## src/rtl/vm_pkg.sv

```systemverilog
// Shared constants for the vending-machine input front end:
// coin encodings and debounce channel indices.
package vm_pkg;

    localparam int COIN_W = 5;

    localparam logic [COIN_W-1:0] COIN_VAL_1  = 5'd1;
    localparam logic [COIN_W-1:0] COIN_VAL_5  = 5'd5;
    localparam logic [COIN_W-1:0] COIN_VAL_10 = 5'd10;
    localparam logic [COIN_W-1:0] COIN_VAL_20 = 5'd20;

    localparam int CH_L   = 0;
    localparam int CH_R   = 1;
    localparam int CH_C   = 2;
    localparam int CH_SW0 = 3;
    localparam int CH_SW1 = 4;
    localparam int CH_SW2 = 5;
    localparam int CH_SW3 = 6;
    localparam int NUM_CH = 7;

endpackage

```

## src/rtl/vm_debounce_ch.sv

```systemverilog
// One input channel: 2-flop synchronizer, stability counter,
// accepted level and a registered one-cycle rise pulse.
module vm_debounce_ch #(
    parameter int unsigned DEBOUNCE_CYCLES = 250000,
    parameter int unsigned CNT_W           = 18
) (
    input  logic clk,
    input  logic rst,
    input  logic raw,
    output logic level,
    output logic pulse
);

    localparam logic [CNT_W-1:0] TERM = CNT_W'(DEBOUNCE_CYCLES - 1);

    logic             meta;
    logic             sync;
    logic             stable;
    logic             stable_d;
    logic [CNT_W-1:0] cnt;

    always_ff @(posedge clk) begin
        if (rst) begin
            meta     <= 1'b0;
            sync     <= 1'b0;
            stable   <= 1'b0;
            stable_d <= 1'b0;
            cnt      <= '0;
            pulse    <= 1'b0;
        end else begin
            meta     <= raw;
            sync     <= meta;
            stable_d <= stable;
            pulse    <= stable & ~stable_d;
            // Any sample matching the accepted level restarts the count
            if (sync == stable) begin
                cnt <= '0;
            end else if (cnt == TERM) begin
                stable <= sync;
                cnt    <= '0;
            end else begin
                cnt <= cnt + CNT_W'(1);
            end
        end
    end

    assign level = stable;

endmodule

```

## src/rtl/vm_input_conditioner.sv

```systemverilog
// Debounces buttons and coin switches; serializes coin events
// so the controller sees one coin per cycle, highest value first.
module vm_input_conditioner
    import vm_pkg::*;
#(
    parameter int unsigned DEBOUNCE_CYCLES = 250000,
    parameter int unsigned CNT_W           = 18
) (
    input  logic              clk,
    input  logic              rst,
    input  logic              L_button_raw,
    input  logic              R_button_raw,
    input  logic              C_button_raw,
    input  logic [3:0]        switch_raw,
    output logic              L_pulse,
    output logic              R_pulse,
    output logic              C_pulse,
    output logic [2:0]        btn_level,
    output logic [3:0]        switch_level,
    output logic              coin_valid,
    output logic [COIN_W-1:0] coin_value
);

    logic [NUM_CH-1:0] raw;
    logic [NUM_CH-1:0] level;
    logic [NUM_CH-1:0] pulse;
    logic [3:0]        coin_rise;
    logic [3:0]        pending;
    logic [3:0]        grant;

    assign raw = {switch_raw, C_button_raw, R_button_raw, L_button_raw};

    for (genvar i = 0; i < NUM_CH; i++) begin : g_ch
        vm_debounce_ch #(
            .DEBOUNCE_CYCLES(DEBOUNCE_CYCLES),
            .CNT_W          (CNT_W)
        ) u_ch (
            .clk  (clk),
            .rst  (rst),
            .raw  (raw[i]),
            .level(level[i]),
            .pulse(pulse[i])
        );
    end

    assign L_pulse      = pulse[CH_L];
    assign R_pulse      = pulse[CH_R];
    assign C_pulse      = pulse[CH_C];
    assign btn_level    = level[CH_C:CH_L];
    assign switch_level = level[CH_SW3:CH_SW0];
    assign coin_rise    = pulse[CH_SW3:CH_SW0];

    always_comb begin
        grant      = 4'b0000;
        coin_value = '0;
        if (pending[3]) begin
            grant      = 4'b1000;
            coin_value = COIN_VAL_20;
        end else if (pending[2]) begin
            grant      = 4'b0100;
            coin_value = COIN_VAL_10;
        end else if (pending[1]) begin
            grant      = 4'b0010;
            coin_value = COIN_VAL_5;
        end else if (pending[0]) begin
            grant      = 4'b0001;
            coin_value = COIN_VAL_1;
        end
    end

    assign coin_valid = |pending;

    // A new rise wins over a same-cycle grant of that bit
    always_ff @(posedge clk) begin
        if (rst) begin
            pending <= 4'b0000;
        end else begin
            pending <= (pending & ~grant) | coin_rise;
        end
    end

endmodule

```

## config.mk

```make
export PLATFORM = sky130hd
export DESIGN_NAME = vm_input_conditioner
export DESIGN_NICKNAME = d
export VERILOG_FILES = /design/src/rtl/vm_pkg.sv /design/src/rtl/vm_debounce_ch.sv /design/src/rtl/vm_input_conditioner.sv
export SDC_FILE = /design/constraint.sdc
export NUM_CORES = 1
export LEC_CHECK = 0
export ABC_AREA = 1
export BUFFER_PORTS_ARGS = -buffer_cell sky130_fd_sc_hd__buf_4
export CAP_MARGIN = 20
export CORE_MARGIN = 10
export CORE_UTILIZATION = 50
export CTS_CLUSTER_DIAMETER = 80
export DETAILED_ROUTE_END_ITERATION = 7
export PLACE_DENSITY = 0.66
export RECOVER_POWER = 25
export SLEW_MARGIN = 25
export SYNTH_ARGS = -nofsm -noshare
export SYNTH_HDL_FRONTEND = slang
export SYNTH_SLANG_ARGS = --single-unit
export TNS_END_PERCENT = 100
```

## constraint.sdc

```tcl
create_clock -name clk -period 1.85 [get_ports clk]
set_input_delay 0.185 -clock clk [delete_from_list [all_inputs] [get_ports clk]]
set_output_delay 0.185 -clock clk [all_outputs]
set_load 0.02 [all_outputs]
```

==> out/metrics.cfg <==
[clock_tree]
cts.path.max_buffers=2
clkLatencyLatePin_ps=430
clk_pin_slew_worst_paths_ps=60
htree_levels=4
tritoncts=yes
root_buffer=clkbuf_16
cts_made_buffers=17
cts_resized=0
cts_num_sinks=165

[yosys]
synthArstFlopShare=0
synth_area_leader_cell=dfxtp_1
synth_cell_type_count=30
avgSynthCellArea_sq_um=6.87
synthSimpleGateAreaFrac=0.367
synthXorXnorAreaFrac=0.0522
synthAdderAreaFrac=0.0111
syn_nets=1164
ys_seq_area_frac=0.419
synth_edf_count=0
syn_inst=1148
ys.flop_type=dfxtp_1
ys_warn_count=0
synth_compound_area_frac=0.0599
yosysTopAreaCellShare=0.419
synth_top_family_by_area=simple AND/OR/NAND/NOR gates
yosys-mux-area-fraction=0
synth.area.top_cells=dfxtp_1 (42%), nand2_1 (13%), nor2_1 (12%), inv_1 (6.8%), xor2_1 (4.1%)
ys_ff_latch=165
synthesis.area_sq_mm=0.00789

[detailed_routing]
route.detailed.drc=0
drtIter0Drc=301
vias=6580
first_pass_iters=4
drt-total-wl_um=15100
wire_per_inst_um=10.7
ant_nets=0
viasPerCell=4.69

[floorplan]
fp.dieW_um=146
dieHeight_um=146
pin_count=25
die_area_sq_mm=0.0212
core_sq_mm=0.0153
rows=45
start_util=0.515

[global_routing]
grt_pass1_vias=5918
grt_usage=0.143
antenna_found_initial=0
grt_max_degree=20
grt_overflow=0
grt_pass1_wl_um=26100

[layout]
drive_above_1_share=0.0789
antenna_cells=0
fin_nets=1195
fill_cells=1502
syn_to_final_growth_pct=11.3

[sta]
tightest_slew_ps=461
setup_ws_ps=242
fin_crit_sh=0.869
setup_violations=0
fin_skew_ps=13.3
fin_tns_setup_ps=0
layout_min_cycle_time_ps=1610
rsz0062_at_grt=no
finalHoldViolCount=0
fmax_mhz=622
relSlewSlack=0.692
slew_viol_final=0

[setup_path]
critical_path_class=reg2reg
start_kind=flop
worstPathRequired_ps=2150
worst-path-max-fanout=17
cp-end-kind=flop
cp.arrival_ps=1900

[worst_hold_path]
hp-class=in2reg

[place]
io_buffers=24
gp_congestion=0.858
dp_hpwl_um=11000
place_ws_ps=280

[job]
drv_cap=0

[pwr]
power.density_mw_per_mm2=815
ir_drop_uv=801
leakage_uw=0.00294

[status]
status=completed

## path summary, 6_finish.rpt
kind | start | end | slack, ps | cells after the start
worst max-delay path | g_ch[1].u_ch.cnt[0]$_SDFF_PP0_ | g_ch[1].u_ch.cnt[8]$_SDFF_PP0_ | 240 | 6
worst min-delay path | rst | g_ch[2].u_ch.level$_SDFFE_PP0P_ | 160 | 4
worst min register to register | g_ch[0].u_ch.stable_d$_SDFF_PP0_ | g_ch[0].u_ch.pulse$_SDFF_PP0_ | 390 | 1
worst max register to register | g_ch[1].u_ch.cnt[0]$_SDFF_PP0_ | g_ch[1].u_ch.cnt[8]$_SDFF_PP0_ | 240 | 6
## layout make-up
| cell class | count | area, sq um | share of cell area |
|---|---|---|---|
| clock buffers | 24 | 492 | 0.0560 |
| clock inverters | 7 | 96.3 | 0.0110 |
| inverters | 146 | 548 | 0.0624 |
| multi-input cells | 816 | 3860 | 0.439 |
| flip-flops and latches | 165 | 3300 | 0.376 |
| well taps | 211 | 264 | 0.0301 |
| repair buffers | 33 | 224 | 0.0255 |
## critical path, stage by stage, from the launching register on
cell	delay, ps
dfxtp_1	350
ha_1	190
nand3_1	180
inv_1	120
nand3_1	140
o21bai_4	410
nor2_1	90
## cell usage in the layout (no fill, tap or decap), types with 19 or more instances in the layout
cell type,n
nor2_2,21
nand3_1,59
nor3_1,24
a21oi_1,57
o21ai_0,19
nand4_1,24
dfxtp_1,165
nand2_1,267
inv_1,142
xor2_1,37
nor2_1,252
## cell families (layout without fill, tap and decap cells)
group	count (synthesis)	after routing
AND/OR/NAND/NOR	677	677
buffers and inverters	167	210
flip-flops	165	165
AO/OA/AOI/OAI	85	85
XOR/XNOR	47	47
adder cells (fa/ha/maj)	7	7
## per-stage QoR
| step | total power (uW) | hold WS [ps] | instance area (sq um) | cells | util |
|---|---|---|---|---|---|
| 2_1_floorplan | 3730 | 292 | 7890 | 1148 | - |
| 3_3_place_gp | 3760 | 376 | 8180 | 1364 | 0.534 |
| 3_5_place_dp | 3760 | 380 | 8180 | 1364 | 0.534 |
| 4_1_cts | 7270 | 153 | 8830 | 1402 | 0.577 |
| 5_1_grt | 7430 | 179 | 8780 | 1402 | 0.574 |
| 6_report | 7160 | 157 | 8780 | 1402 | 0.574 |
## where the power goes
part,internal (uW),switching [uW]
clock,2120,1350
sequential,3570,9.60
combinational,41.6,63.7
total,5740,1430
## metal layers
| layer | vias up | GRT usage | share of wire | wire [um] |
|---|---|---|---|---|
| met5 | - | 0 | 0 | 0 |
| met4 | 0 | 0.0556 | 0.014 | 208 |
| met3 | 18 | 0.0369 | 0.027 | 407 |
| met2 | 64 | 0.226 | 0.45 | 6730 |
| met1 | 2887 | 0.182 | 0.51 | 7710 |
| li1 | 3611 | - | - | - |
## cell usage after synthesis (2+ instances only)
cell type,instances
nand3_1,57
a21oi_1,57
nand4_1,24
nor2_1,252
buf_4,9
nor2_4,4
o21bai_1,5
or2_0,7
inv_2,4
inv_1,142
nor3_1,24
buf_6,8
nor2_2,21
ha_1,7
o21ai_0,19
dfxtp_1,165
clkbuf_1,3
nand2_4,3
xor2_1,37
nand2_2,7
nand2_1,267
nand3_2,5
or2_2,4
o21bai_4,2
xnor2_1,10
## state kept, by name, indices dropped and copies added (netlist names)
register	count
g_ch.u_ch.stable_d	7
g_ch.u_ch.cnt	126
g_ch.u_ch.pulse	7
g_ch.u_ch.meta	7
pending	4
g_ch.u_ch.sync	7
g_ch.u_ch.level	7
## what timing repair did
item	4_1_cts	5_1_grt
buffers inserted	0	0
hold endpoints to repair	7	0
hold buffers	7	0
Power figures use the tool's default switching activity.
